<file path="src/rtl/calc_operand_entry.sv">
`default_nettype none
// ============================================================================
//  Module   : calc_operand_entry
//  Purpose  : Entry stage for the 4-bit calculator core. Synchronizes and
//             debounces the ENTER and CLEAR buttons, captures operand A,
//             operand B and the opcode over three ENTER presses, and offers
//             the captured triple to the core through a valid/ready handshake.
//  Revision : 1.0  initial release
// ============================================================================
module calc_operand_entry #(
  parameter int DATA_W          = 4,
  parameter int OP_W            = 2,
  parameter int DEBOUNCE_CYCLES = 16
) (
  input  logic              clk,
  input  logic              rst_n,
  input  logic [DATA_W-1:0] sw_data,
  input  logic [OP_W-1:0]   sw_op,
  input  logic              btn_enter,
  input  logic              btn_clear,
  output logic [DATA_W-1:0] a_out,
  output logic [DATA_W-1:0] b_out,
  output logic [OP_W-1:0]   op_out,
  output logic              valid,
  input  logic              ready,
  output logic [1:0]        step
);

  // The counter only ever needs to hold DEBOUNCE_CYCLES-1; the level flips
  // on the edge where it would otherwise reach DEBOUNCE_CYCLES.
  localparam int               CNT_W    = $clog2(DEBOUNCE_CYCLES + 1);
  localparam logic [CNT_W-1:0] CNT_LAST = CNT_W'(DEBOUNCE_CYCLES - 1);

  typedef enum logic [1:0] {
    GET_A  = 2'd0,
    GET_B  = 2'd1,
    GET_OP = 2'd2,
    ISSUE  = 2'd3
  } state_t;

  state_t     state;
  logic [1:0] btn_raw;
  logic [1:0] press;
  logic       enter_press;
  logic       clear_press;

  // Bit 0 is ENTER, bit 1 is CLEAR; both buttons share the same conditioning.
  assign btn_raw = {btn_clear, btn_enter};

  generate
    for (genvar i = 0; i < 2; i++) begin : g_btn
      logic             sync1;
      logic             sync2;
      logic             deb;
      logic             deb_q;
      logic             press_q;
      logic [CNT_W-1:0] cnt;

      // Two-flop synchronizer, stability counter, debounced level and a
      // one-cycle pulse on each rising edge of the debounced level.
      always_ff @(posedge clk or negedge rst_n) begin
        if (!rst_n) begin
          sync1   <= 1'b0;
          sync2   <= 1'b0;
          deb     <= 1'b0;
          deb_q   <= 1'b0;
          press_q <= 1'b0;
          cnt     <= '0;
        end else begin
          sync1 <= btn_raw[i];
          sync2 <= sync1;
          if (sync2 != deb) begin
            if (cnt == CNT_LAST) begin
              deb <= sync2;
              cnt <= '0;
            end else begin
              cnt <= cnt + CNT_W'(1);
            end
          end else begin
            cnt <= '0;
          end
          deb_q   <= deb;
          press_q <= deb & ~deb_q;
        end
      end

      assign press[i] = press_q;
    end
  endgenerate

  assign enter_press = press[0];
  assign clear_press = press[1];

  // Entry sequencer: captures A, B, OP on successive ENTER presses, then holds
  // the request until the core takes it. CLEAR overrides everything.
  always_ff @(posedge clk or negedge rst_n) begin
    if (!rst_n) begin
      state  <= GET_A;
      a_out  <= '0;
      b_out  <= '0;
      op_out <= '0;
      valid  <= 1'b0;
    end else if (clear_press) begin
      state  <= GET_A;
      a_out  <= '0;
      b_out  <= '0;
      op_out <= '0;
      valid  <= 1'b0;
    end else begin
      case (state)
        GET_A: begin
          if (enter_press) begin
            a_out <= sw_data;
            state <= GET_B;
          end
        end
        GET_B: begin
          if (enter_press) begin
            b_out <= sw_data;
            state <= GET_OP;
          end
        end
        GET_OP: begin
          if (enter_press) begin
            op_out <= sw_op;
            valid  <= 1'b1;
            state  <= ISSUE;
          end
        end
        ISSUE: begin
          // ENTER is ignored here so the request cannot change under the core.
          if (valid && ready) begin
            valid <= 1'b0;
            state <= GET_A;
          end
        end
        default: begin
          state <= GET_A;
          valid <= 1'b0;
        end
      endcase
    end
  end

  // The step indicator is the state register itself.
  assign step = state;

endmodule
`default_nettype wire
</file>
<file path="config.mk">
export PLATFORM = sky130hd
export DESIGN_NAME = calc_operand_entry
export DESIGN_NICKNAME = d
export VERILOG_FILES = /design/src/rtl/calc_operand_entry.sv
export SDC_FILE = /design/constraint.sdc
export NUM_CORES = 1
export LEC_CHECK = 0
export BUFFER_PORTS_ARGS = -buffer_cell sky130_fd_sc_hd__buf_2
export CAP_MARGIN = 20
export CORE_MARGIN = 2
export CORE_UTILIZATION = 50
export DETAILED_ROUTE_END_ITERATION = 8
export MAX_ROUTING_LAYER = met4
export PLACE_DENSITY = 0.71
export REMOVE_ABC_BUFFERS = 1
export SYNTH_ARGS = -nofsm -noshare
export SYNTH_HDL_FRONTEND = slang
export SYNTH_SLANG_ARGS = --single-unit
</file>
<file path="constraint.sdc">
create_clock -name clk -period 2.7 [get_ports clk]
set_clock_uncertainty 0.2 [all_clocks]
set_input_delay 0 -clock clk [delete_from_list [all_inputs] [get_ports clk]]
set_output_delay 0 -clock clk [all_outputs]
set_load 0.01 [all_outputs]
</file>
Word-level counts from Yosys, hierarchy flattened
Cells that the tools add are included.
{"block": "op_classes", "multipliers": 0, "bitwise": 4, "reduce_logical": 14, "order_cmp": 0, "n_div": 0, "n_mux": 22, "add_sub_neg": 2, "n_shift": 0, "eq_ne": 11}
{"operator": "$mux 4", "n": 5}
{"operator": "$mux 5", "n": 4}
{"operator": "$mux 2", "n": 8}
{"operator": "$ne 3x3->1 const B", "n": 4}
{"operator": "$add 5x1->5 const B", "n": 2}
{"operator": "$eq 5x4->1 const B", "n": 2}
{"operator": "$reduce_and 2->1", "n": 5}
{"operator": "$pmux 2 s4", "n": 1}
{"operator": "$reduce_bool 2->1", "n": 4}
{"operator": "$eq 2x2->1 const B", "n": 2}
{"operator": "$reduce_and 4->1", "n": 1}
{"operator": "$mux 1", "n": 3}
{"operator": "$reduce_and 3->1", "n": 1}
{"operator": "$reduce_bool 3->1", "n": 1}
{"operator": "$and 1x1->1", "n": 2}
{"operator": "$eq 2x1->1 const B", "n": 1}
{"operator": "$logic_not 2->1", "n": 1}
{"operator": "$ne 1x1->1", "n": 2}
{"operator": "$not 1->1", "n": 2}
{"operator": "$pmux 1 s2", "n": 1}
{"operator": "$logic_and 1x1->1", "n": 1}
{"block": "totals", "latch_bits": 0, "mem_bits_rw": 0, "out_inout_bits": 13, "wordCells": 70, "reg_bits": 33, "rom_bits": 0, "memories": 0, "input_bits": 11}

Depth between registers and ports, before layout
{"block": "depth", "depth_word": 4, "depth_mapped": 5, "mapped_depth_nobuf": 5}

Worst setup path after synthesis
No wires, ideal clock.
{"block": "synth_timing", "path_type": "register to register", "from": "register state[0], in the netlist step[0]", "to": "register state[0], in the netlist step[0]", "path_slack_ns": 1.075, "setup_time_ns": 0.079, "arrival_time_ns": 1.346, "t_required_ns": 2.421, "synth_period_minus_slack_ns": 1.625, "n_path_buf": 0, "stages_incl_launch_ff": 6, "path_cell_list": "dfrtp_1 > inv_1 > ha_1 > nor3_2 > a2bb2oi_2 > mux2i_1"}
{"block": "synth_between", "elab_chain_cells": 3, "word_cells_on_any_way": 11, "classes_between": "eq/ne (7); mux (2); reduce/logical (2)"}
{"item": "start, declared", "line_no": "41", "text": "state_t state;"}
{"item": "start signal, assigned", "line_no": "98", "text": "state <= GET_A;"}
{"item": "start signal, assigned", "line_no": "104", "text": "state <= GET_A;"}
{"item": "start signal, assigned", "line_no": "114", "text": "state <= GET_B;"}
{"item": "$eq 2x2->1, or another cell as far along", "line_no": "110", "text": "case (state)"}
{"item": "$ne 3x3->1 (no line) / $pmux 2 s4 (equally long branches)"}
{"item": "$reduce_and 4->1 (no line) / $mux 2 (equally long branches)"}
Several ways; a longest one is shown, not always the timed one.
A chain may end at the register's enable or synchronous reset.

Worst setup path after layout
{"block": "layout_timing", "from": "register state[0], in the netlist step[0]", "to": "register state[1], in the netlist step[1]"}
Same word-level chain as after synthesis.

==> metrics.csv <==
metric,value,unit
grt_antenna_before_repair,0,
place.gp.congestion,0.8058,
floorplan.die_area,3164,sq um
synth-seq-area-share,0.6049,
route.detailed.drc,0,
synth.cell_area,1365,sq um
reg2regPathDepth,5,
post_cts_buffers,0,
maxCapViolations,0,
worst-slew-pin-transition,0.7084,ns
crit_path_end_kind,register,
clk_pin_slew,0.10,ns
netlist_instances,121,
setup_viol,0,
power.switching_fraction,0.2868,
slew_viol_final,0,
num_antenna_cells,0,
cts_resized,0,
layout.core_utilization,0.6706,
powerDensity,740.2,nW/um^2
comb_pwr_share,0.240,
cts.sink_count,33,
post_synth_num_cell_types,20,
worst-endpoint-required,2.76,ns
postSynthRegisterBits,33,
initial_core_utilization,0.5412,
routed_wire_length_per_instance,12.33,microns
timing_hold_violations_final,0,
h_tree_lvl_count,2,
worstSetupStartpointType,register,
final.min_clock_period,1.703,ns
postSynth.asyncResetShare,1.000,
ratio_of_final_minimum_period_to_clock_period,0.6308,
synth_top_cell_by_area,dfrtp_1,
clock_tree.root_cell,clkbuf_4,
post_layout_nonfiller_instances,190,
final_layout_size_suffix_gt1_frac,0.2125,
dp_worst_setup_slack,1.014,ns
synth_enable_flop_cells,0,
cts_inserted_buffers,5,
worst_ir_drop_vdd,493.6,uV
regToRegSetupSlack,1.0,ns
core-area,2522,sq um
area_growth_syn_to_layout,23.92,%
starting_drc_count_in_detailed_routing,18,
timing.critical_path.arrival,1.76,ns
yosysMostFrequentCell,dfrtp_1,
power.share.sequential,0.455,
max_slew_margin,0.5277,
cellLeakagePower,0.8485,nW
post_synth_main_area_contributors,"dfrtp_1 60%, ha_1 6.4%, nand3_1 5.1%",
setup_ws,0.9970,ns
portBuffers,23,
timing.rr.start,step[0]$_DFFE_PN0P_,
num_vias,965,
insertion_delay,0.33,ns
core.rowCount,18,
grt_usage,0.1800,
rr_endpoint,step[1]$_DFFE_PN0P_,
placed_cells,172,
power.clock.fraction,0.305,
synth-main-ff-cell,dfrtp_1,
post_syn_area_per_cell,11.28,sq um
grt_overflow_total,0,
vias_in_the_first_global_route,988,
ys.warnings.count,0,
io-pin-count,24,
dr.pass1.iters,5,
fp.dieW,56.25,microns
finalNetCount,177,
maximum_number_of_buffers_from_clock_root_to_sink,2,
worst_path_fanout_max,6,
power_switching,0.3592,mW
wire_length_of_the_first_global_routing_pass,4.133,mm
tritoncts,yes,
die_ht,56.25,microns
synth_commonest_cells,"33 x dfrtp_1, 16 x nand2_1, 14 x nand3_1",
drt-total-wl,2.343,mm
max_freq,587.2,MHz
crit_path_category,reg -> reg,
finalSetupTns,0,ns
n_fill_cell,208,
unrepaired_setup_endpoints_after_global_routing,no,
largest_net_degree_at_the_start_of_global_routing,34,
timing.hold.worst.class,in -> async,
power.internal,0.8930,mW
drt.antenna.violating_nets,0,
synth.top_cell.area_share,0.6049,
hpwl,1.600,mm
via_per_inst,5.079,
result_of_the_run,"finished, final reports clean",
[per-layer routing]
metal | track usage | wire, microns
met2 | 0.2840 | 1138
met1 | 0.2000 | 1046
met4 | 0.1156 | 61
met3 | 0.05069 | 96
met5 | - | 0
[what timing repair did]
| item | in CTS | in global routing |
|---|---|---|
| endpoints found under the setup margin | 0 | 0 |
| hold buffers | 10 | 0 |
| endpoints found under the hold margin | 48 | 0 |
[layout make-up]
cell class                      count  area, sq um  area share
Sequential cell                    33        825.8      0.4882
Multi-Input combinational cell     83        516.7      0.3055
Timing Repair Buffer               33        215.2      0.1272
Clock buffer                        7        55.05     0.03254
Tap cell                           30        37.54     0.02219
Clock inverter                      1        30.03     0.01775
Inverter                            3        11.26    0.006657
[logic make-up after synthesis]
group           synth area share
fa+ha+maj                0.06416
xor+xnor                 0.03850
compound gates           0.06782
mux                      0.03116
flops                     0.6049
buf+inv                  0.01650
simple gates              0.1769
[registers in the layout, summed over array words and instances, names as in the netlist]
signal,count
g_btn.cnt,10
valid,1
step,2
clear_press,1
g_btn.deb,2
g_btn.sync2,2
a_out,4
g_btn.sync1,2
op_out,2
enter_press,1
g_btn.deb_q,2
b_out,4
[placed cells by master (no fill, tap or decap)]
master,count
nand3_1,14
a21oi_1,11
xor2_1,6
nor2_1,7
buf_2,23
dfrtp_1,33
and3_1,2
nand2_1,16
nand2b_1,3
mux2i_1,2
inv_1,3
clkbuf_1,1
dlygate4sd3_1,10
nor2b_1,4
o21ai_0,3
o21bai_1,1
clkbuf_8,1
bufinv_16,1
nor3_2,1
mux2_2,2
a2bb2oi_2,1
and2_1,3
ha_1,7
clkbuf_4,5
[stage by stage]
step,hold WS [ns],instance area (sq um),total power [mW]
2_1_floorplan,-0.4956,1354,0.7832
3_3_place_gp,-0.1172,1506,0.8535
4_1_cts,0.06454,1692,1.266
3_5_place_dp,-0.1107,1506,0.8728
5_1_grt,0.07733,1692,1.342
6_report,0.05056,1692,1.252
[critical path, stage by stage, from the launching register on]
cell,delay [ns]
dfrtp_1,0.42
inv_1,0.10
ha_1,0.28
nor3_2,0.21
a2bb2oi_2,0.20
mux2i_1,0.21
[power groups by stage]
stage | Combinational, mW | Clock [mW] | Sequential (mW)
4_1_cts | 0.304 | 0.392 | 0.570
6_report | 0.300 | 0.382 | 0.570
5_1_grt | 0.343 | 0.421 | 0.579
3_3_place_gp | 0.279 | 0 | 0.575
2_1_floorplan | 0.195 | 0 | 0.589
3_5_place_dp | 0.292 | 0 | 0.580
[worst max path at each step]
stage                              startpoint                   to  slack, ns  cells past startpoint
final                     step[0]$_DFFE_PN0P_  step[1]$_DFFE_PN0P_        1.0                      5
after global routing      step[0]$_DFFE_PN0P_  step[1]$_DFFE_PN0P_       0.84                      5
after CTS                 step[0]$_DFFE_PN0P_  step[1]$_DFFE_PN0P_       0.98                      5
after detailed placement  step[0]$_DFFE_PN0P_  step[0]$_DFFE_PN0P_       1.01                      5
after global placement    step[0]$_DFFE_PN0P_  step[1]$_DFFE_PN0P_       1.10                      5
after floorplan           step[0]$_DFFE_PN0P_  step[0]$_DFFE_PN0P_       1.07                      5
Note: power is estimated with default switching activity, not from simulation.
